$ cat src/rtl/hazard_ctrl.sv
// hazard_ctrl: pipeline sequencing controller for the 5-stage core.
// Resolves the hazards the EX forwarding unit cannot: load-use stalls,
// EX redirect flushes, data-memory wait freezes and mul/div occupancy of EX.
module hazard_ctrl #(
  parameter int REG_ADDR_WIDTH = 5,
  parameter int MD_TIMEOUT     = 64,
  parameter int CNT_WIDTH      = 32
) (
  input  logic                      clk,
  input  logic                      rst_n,
  input  logic [REG_ADDR_WIDTH-1:0] id_rs1_addr,
  input  logic [REG_ADDR_WIDTH-1:0] id_rs2_addr,
  input  logic                      id_rs1_used,
  input  logic                      id_rs2_used,
  input  logic [REG_ADDR_WIDTH-1:0] ex_rd_addr,
  input  logic                      ex_mem_read,
  input  logic                      ex_redirect,
  input  logic                      ex_md_req,
  input  logic                      md_done,
  input  logic                      me_dmem_req,
  input  logic                      me_dmem_ready,
  output logic                      pc_stall,
  output logic                      if_id_stall,
  output logic                      if_id_flush,
  output logic                      id_ex_stall,
  output logic                      id_ex_flush,
  output logic                      ex_me_stall,
  output logic                      ex_me_flush,
  output logic                      me_wb_flush,
  output logic                      md_start,
  output logic                      md_timeout,
  output logic [CNT_WIDTH-1:0]      stall_cycles
);

  // md_cnt must be able to hold MD_TIMEOUT itself; it saturates at all-ones.
  localparam int MD_CNT_WIDTH = $clog2(MD_TIMEOUT + 1);
  localparam logic [MD_CNT_WIDTH-1:0] MD_CNT_ONE = MD_CNT_WIDTH'(1);
  localparam logic [MD_CNT_WIDTH-1:0] MD_LIMIT   = MD_CNT_WIDTH'(MD_TIMEOUT);
  localparam logic [CNT_WIDTH-1:0]    STALL_ONE  = CNT_WIDTH'(1);

  typedef enum logic [1:0] {
    RUN      = 2'd0,
    MEM_WAIT = 2'd1,
    MD_BUSY  = 2'd2
  } state_t;

  state_t                  state;
  state_t                  state_next;
  logic [MD_CNT_WIDTH-1:0] md_cnt;
  logic [MD_CNT_WIDTH-1:0] md_cnt_next;

  logic mem_wait;
  logic rs1_hit;
  logic rs2_hit;
  logic load_use;

  assign mem_wait = me_dmem_req & ~me_dmem_ready;
  assign rs1_hit  = id_rs1_used & (id_rs1_addr == ex_rd_addr);
  assign rs2_hit  = id_rs2_used & (id_rs2_addr == ex_rd_addr);
  assign load_use = ex_mem_read & (ex_rd_addr != '0) & (rs1_hit | rs2_hit);

  // Next-state and stall/flush decode; everything is held at 0 while in reset.
  // RUN and MEM_WAIT share one decoder: leaving the wait re-runs the RUN
  // priority list on the current inputs, so pending hazards act on release.
  always_comb begin
    pc_stall    = 1'b0;
    if_id_stall = 1'b0;
    if_id_flush = 1'b0;
    id_ex_stall = 1'b0;
    id_ex_flush = 1'b0;
    ex_me_stall = 1'b0;
    ex_me_flush = 1'b0;
    me_wb_flush = 1'b0;
    md_start    = 1'b0;
    state_next  = state;
    md_cnt_next = md_cnt;
    if (rst_n) begin
      case (state)
        MD_BUSY: begin
          if (md_done) begin
            state_next  = RUN;
            md_cnt_next = '0;
          end else begin
            pc_stall    = 1'b1;
            if_id_stall = 1'b1;
            id_ex_stall = 1'b1;
            ex_me_flush = 1'b1;
            if (md_cnt != '1) begin
              md_cnt_next = md_cnt + MD_CNT_ONE;
            end
          end
        end
        default: begin
          if (mem_wait) begin
            pc_stall    = 1'b1;
            if_id_stall = 1'b1;
            id_ex_stall = 1'b1;
            ex_me_stall = 1'b1;
            me_wb_flush = 1'b1;
            state_next  = MEM_WAIT;
          end else begin
            state_next = RUN;
            if (ex_md_req) begin
              md_start    = 1'b1;
              pc_stall    = 1'b1;
              if_id_stall = 1'b1;
              id_ex_stall = 1'b1;
              ex_me_flush = 1'b1;
              md_cnt_next = MD_CNT_ONE;
              state_next  = MD_BUSY;
            end else if (ex_redirect) begin
              if_id_flush = 1'b1;
              id_ex_flush = 1'b1;
            end else if (load_use) begin
              pc_stall    = 1'b1;
              if_id_stall = 1'b1;
              id_ex_flush = 1'b1;
            end
          end
        end
      endcase
    end
  end

  // State and mul/div occupancy counter registers.
  always_ff @(posedge clk or negedge rst_n) begin
    if (!rst_n) begin
      state  <= RUN;
      md_cnt <= '0;
    end else begin
      state  <= state_next;
      md_cnt <= md_cnt_next;
    end
  end

  // Sticky timeout flag: raised once mul/div has occupied EX for MD_TIMEOUT cycles.
  always_ff @(posedge clk or negedge rst_n) begin
    if (!rst_n) begin
      md_timeout <= 1'b0;
    end else if ((state == MD_BUSY) && (md_cnt >= MD_LIMIT)) begin
      md_timeout <= 1'b1;
    end
  end

  // Performance counter of PC-stalled cycles, free-running with wrap.
  always_ff @(posedge clk or negedge rst_n) begin
    if (!rst_n) begin
      stall_cycles <= '0;
    end else if (pc_stall) begin
      stall_cycles <= stall_cycles + STALL_ONE;
    end
  end

endmodule

$ cat config.mk
export PLATFORM = sky130hd
export DESIGN_NAME = hazard_ctrl
export DESIGN_NICKNAME = d
export VERILOG_FILES = /design/src/rtl/hazard_ctrl.sv
export SDC_FILE = /design/constraint.sdc
export NUM_CORES = 1
export LEC_CHECK = 0
export CAP_MARGIN = 15
export CORE_ASPECT_RATIO = 0.6
export CORE_MARGIN = 4
export CORE_UTILIZATION = 44
export CTS_CLUSTER_SIZE = 30
export DETAILED_ROUTE_END_ITERATION = 10
export PLACE_DENSITY = 0.84
export SLEW_MARGIN = 20
export SYNTH_ARGS = -nofsm -noshare
export SYNTH_HDL_FRONTEND = slang
export SYNTH_SLANG_ARGS = --single-unit
$ cat constraint.sdc
create_clock -name clk -period 3.1 [get_ports clk]
set_input_delay 0.31 -clock clk [delete_from_list [all_inputs] [get_ports clk]]
set_output_delay 0.31 -clock clk [all_outputs]
set_load 0.05 [all_outputs]
Word level (Yosys, flattened, before mapping)
Index checks and enable logic that the tools add are counted.

word-level totals
  register bits = 42
  output and inout bits = 42
  logic and storage cells = 64

cells by class
  add/subtract/negate cells = 2
  $lt $le $gt $ge = 1
  equal/unequal tests = 7
  muxes and demuxes = 38
  bitwise logic cells = 7
  reductions and logical operators = 5

operator list
  operator                                                  count
  2-to-1 mux 7 bit                                          5
  adder 32 x 1 -> 32 bit, second input constant             1
  2-to-1 mux 1 bit                                          29
  == test 5 bit                                             2
  2-to-1 mux 2 bit                                          4
  adder 7 x 1 -> 7 bit, second input constant               1
  greater-or-equal comparator 7 bit, second input constant  1
  != test 7 bit, second input constant                      1
  bitwise AND 1 bit                                         5
  nonzero test 5 bit                                        1
  AND reduction 4 bit                                       1
  != test 3 bit, second input constant                      1
  == test 2 bit, second input constant                      1
  != test 2 x 1 -> 1 bit, second input constant             1
  != test 2 bit, second input constant                      1
  AND reduction 2 bit                                       1
  nonzero test 2 bit                                        1
  logical AND 1 bit                                         1
  inverter 1 bit                                            1
  OR 1 bit                                                  1

Logic depth before layout (Yosys ltp)
  depth in word-level cells = 10
  gate-level depth with buffers = 7
  depth with buffers taken out = 7

Least setup slack after synthesis
No wires, ideal clock.

  kind = flip-flop to output port
  start = register state[1]
  end = output me_wb_flush
  arrival time = 2.069 ns
  required time = 2.790 ns
  slack = 0.721 ns
  cell stages (with the launch flop) = 4
  path buffers = 1
  path through = dfrtp_1 -> nor2b_1 -> nor3_1 -> buf_4

on the way
  longest elaborated chain between the ends = 3

ends and longest elaborated chain
  item                           line  text
  start: declaration             47    state_t state;
  start signal: assignment       131   state <= state_next;
  == test 2 bit                  -
  2-to-1 mux 1 bit (2 in a row)  -
  end: declaration               29    output logic me_wb_flush,

Every way passes these cells.

Final worst setup path
  start = input rst_n
  end = output id_ex_stall

on the way
  longest elaborated chain between the ends = 1

ends and longest elaborated chain
  item                line  text
  start: declaration  10    input logic rst_n,
  2-to-1 mux 1 bit    77    if (rst_n) begin
  end: declaration    25    output logic id_ex_stall,

Every way passes these cells.

==> impl_summary.txt <==
----------------------------------------------------
[Setup path]
  Worst path required time ... 2.79 ns
  Setup Crit Path Kind ... in2out
  Critical Path Start Type ... input pin
  Arrival time of data at the critical path endpoint ... 2.55 ns
  Capture point of the worst reg-to-reg path ... stall_cycles[23]
  Max incr delay on CP ... 0.80 ns
  Worst R2R Start ... state[1]
  Critical Path Fanout Max ... 18
  Cell depth of the worst flop-to-flop path ... 7
  Cell-by-cell trace of the critical path ... dlygate4sd3_1, buf_2, inv_2, a21oi_1, nand2_1, inv_1, clkdlybuf4s50_1
  CP endpoint kind ... primary output
  Register-to-Register Setup Slack ... 0.92 ns
  Crit-path slowest cell ... sky130_fd_sc_hd__clkdlybuf4s50_1

[Routing]
  Total routed wirelength ... 5580 um
  Initial drt markers ... 138
  Count of antenna-violating nets left after detailed routing ... 0
  DR vias/cell ... 5.24
  Detailed-routing iteration count for the pre-antenna-repair pass ... 4
  Remaining DRCs ... 0
  Number of vias in the routed layout ... 1875
  Per-cell routed wire length ... 15.6 um

[Layout]
  Final instance count without filler cells ... 358
  Antenna diode instance count ... 0
  Proportion of layout cells with a drive suffix above 1 ... 7.46%
  Layout Nets ... 321
  Area growth from synthesis to final layout ... 36.6%

[Timing]
  Smallest setup slack after layout ... 0.236 ns
  Slew @ Worst Pin ... 0.667 ns
  Aggregate negative setup slack ... 0 ns
  Final worst path period share ... 92.4%
  Number of hold violations in the final report ... 0
  Final slew viol count ... 0
  RSZ-0062 raised after global routing ... false
  Maximum frequency from static timing analysis ... 349 MHz
  Number of setup violations in the final report ... 0
  Clock period minus worst slack ... 2.86 ns
  Final worst clock skew ... 0.00494 ns
  Worst slew margin relative to its limit ... 55.4%

[CTS]
  Source-to-sink clock delay at the later pin of the worst-skew pair ... 0.30 ns
  CTS tree ... built
  Maximum clock path buffer count ... 2
  Clock-pin slew on the worst setup and hold paths ... 0.08 ns
  Clock root buffer ... sky130_fd_sc_hd__clkbuf_8
  Number of buffers added by the clock tree synthesis step ... 5
  Count of instances resized after the clock tree is built ... 0
  Setup repair bufs after CTS ... 0
  Count of hold buffers inserted by post-cts repair ... 1
  Clock net sink count ... 42
  CTS H-tree lvls ... 2

[Floorplanning]
  Full die area ... 0.00638 mm^2
  Area of the core ... 0.00475 mm^2
  I/O pin total ... 67
  Die extent in x ... 101 um
  Height of the chip ... 63.5 um
  Std-Cell Rows ... 19
  Initial cell density of the core ... 47.5%

[Yosys]
  Multiplexer fraction of the synthesized cell area ... 0.498%
  Cells after synthesis ... 226
  Cell types occupying the most area after synthesis ... sky130_fd_sc_hd__dfrtp_1 47%, sky130_fd_sc_hd__xor2_1 16%, sky130_fd_sc_hd__and3_1 3.3%, sky130_fd_sc_hd__nand2_1 3.3%, sky130_fd_sc_hd__nor3_1 3.3%
  Post-synthesis sequential element count ... 42
  Average cell area after synthesis ... 10.0 um^2
  Distinct cell type count of the synthesized netlist ... 37
  Top cell type by total area after synthesis ... sky130_fd_sc_hd__dfrtp_1
  Portion of synthesized cell area occupied by the leading cell type ... 46.5%
  Mapped Area ... 0.00226 mm^2
  Async S/R FF share, synth ... 100%
  Synthesized-area fraction occupied by adder cells ... 1.11%
  Post-synthesis simple-gate area fraction ... 26.9%
  Synth Net Count ... 253
  Most frequently used flop master after synthesis ... sky130_fd_sc_hd__dfrtp_1
  Synth warn ... 0
  Post-synthesis compound-gate area fraction ... 4.49%
  XOR/XNOR Fraction of Synth Area ... 17.4%
  Largest family of logic cells by synthesized area ... simple AND/OR/NAND/NOR gates
  Sequential fraction of the synthesis area ... 46.5%
  Count of flip-flops with a built-in enable after synthesis ... 0

[Power and ir drop]
  Worst vdd ir ... 649 uV
  Overall power of the completed layout ... 1.78 mW
  Leakage power ... 1.37 nW
  Ratio of total power to cell area ... 576 mW/mm^2

[Outcome]
  Result of the run ... completed

[Placed design]
  IO buf count ... 66
  Placement-stage worst setup slack ... 0.328 ns
  Dpl hpwl ... 4250 um
  Number of placed instances, taps included ... 349
  Routability congestion estimate ... 0.865

[Worst hold path]
  Hold WC Path Type ... in2async

[Global routing]
  Wire length of the first global-routing pass ... 9370 um
  Total routing usage reported by global routing ... 18.8%
  Number of global-route vias before repair ... 1774
  Number of antenna violations at the first check in global routing ... 0
  Remaining global-route overflow ... 0
  Pin count of the biggest net entering global routing ... 34

[Flow run]
  Max-capacitance violation count ... 0

----------------------------------------------------
synth_stat cells, types with 2 or more instances:
cell and instances:
sky130_fd_sc_hd__nand2b_1 3, sky130_fd_sc_hd__ha_1 2, sky130_fd_sc_hd__and3_1 12, sky130_fd_sc_hd__nor3_1 15
sky130_fd_sc_hd__xnor2_1 5, sky130_fd_sc_hd__nor4b_2 4, sky130_fd_sc_hd__buf_2 2, sky130_fd_sc_hd__a21oi_1 6
sky130_fd_sc_hd__inv_1 4, sky130_fd_sc_hd__nor4_2 3, sky130_fd_sc_hd__nor4_1 5, sky130_fd_sc_hd__dfrtp_1 42
sky130_fd_sc_hd__buf_4 2, sky130_fd_sc_hd__nor2_1 16, sky130_fd_sc_hd__xor2_1 40, sky130_fd_sc_hd__nand3_1 11
sky130_fd_sc_hd__nor2b_1 4, sky130_fd_sc_hd__o21ai_0 3, sky130_fd_sc_hd__and4_1 2, sky130_fd_sc_hd__clkbuf_1 4
sky130_fd_sc_hd__or3_1 2, sky130_fd_sc_hd__nand2_1 20, sky130_fd_sc_hd__a21o_1 2, sky130_fd_sc_hd__nand4_1 4
cells by family (layout without fill, tap and decap cells):
logic type,Yosys count,in the layout
buffers and inverters,14,83
DFF,42,42
adders and majority gates,2,2
muxes,1,1
xor gates and xnor gates,45,45
AOI/OAI and AO/OA,16,16
and+or+nand+nor,106,106
layout by cell type (no fill, tap or decap), types with 4 or more instances in the layout:
cell type                          n
sky130_fd_sc_hd__a21oi_1           6
sky130_fd_sc_hd__and3_1           12
sky130_fd_sc_hd__buf_4             5
sky130_fd_sc_hd__clkbuf_8          5
sky130_fd_sc_hd__clkdlybuf4s50_1  62
sky130_fd_sc_hd__dfrtp_1          42
sky130_fd_sc_hd__inv_1             4
sky130_fd_sc_hd__nand2_1          20
sky130_fd_sc_hd__nand3_1          11
sky130_fd_sc_hd__nand4_1           4
sky130_fd_sc_hd__nor2_1           16
sky130_fd_sc_hd__nor2b_1           4
sky130_fd_sc_hd__nor3_1           15
sky130_fd_sc_hd__nor4_1            5
sky130_fd_sc_hd__nor4b_2           4
sky130_fd_sc_hd__xnor2_1           5
sky130_fd_sc_hd__xor2_1           40
report_power, final:
group / switching, mW / internal, mW / leakage, nW
Sequential: 0.103 / 0.620 / 0.539
Clock: 0.190 / 0.241 / 0.0524
Combinational: 0.395 / 0.228 / 0.777
final cells by class:
class / count / area [um^2]
fill: 387 / 1670
multi-input combinational: 170 / 1140
sequential: 42 / 1050
timing repair buffer: 70 / 693
tap: 63 / 78.8
clock buffer: 7 / 76.3
clock inverter: 1 / 30.0
inverter: 5 / 18.8
worst max-delay path, delay by kind of cell:
| kind | cells | cell delay, ns |
|---|---|---|
| buffers and inverters | 5 | 1.87 |
| AO/OA/AOI/OAI | 1 | 0.26 |
| AND/OR/NAND/NOR | 1 | 0.11 |
layer usage:
layer	vias to the layer above	global-route usage (%)	wire (um)
met5	-	0	0
met4	0	4.71	74
met3	7	4.52	382
met2	62	25.8	2360
met1	886	29.2	2760
li1	920	-	-
state kept, by name, summed over array words and instances (netlist names):
name          flops
md_cnt            7
state             2
md_timeout        1
stall_cycles     32
worst max path at each step:
stage	slack, ns	start	depth (start not counted)	endpoint
after global placement	0.40	ex_rd_addr[3]	8	stall_cycles[23]
after detailed placement	0.33	ex_rd_addr[3]	8	stall_cycles[23]
after global routing	0.09	rst_n	7	id_ex_stall
after floorplan	0.72	state[1]	3	me_wb_flush
after CTS	0.21	rst_n	7	id_ex_stall
final	0.24	rst_n	7	id_ex_stall
stage by stage:
stage / hold slack, ns / cell area (um^2) / utilization, %
2_1_floorplan: 0.0144 / 2260 / -
3_3_place_gp: 0.253 / 2970 / 62.5
3_5_place_dp: 0.257 / 2970 / 62.5
4_1_cts: 0.469 / 3090 / 64.9
5_1_grt: 0.483 / 3090 / 64.9
6_report: 0.463 / 3090 / 64.9
Note: power is estimated with default switching activity, not from simulation.
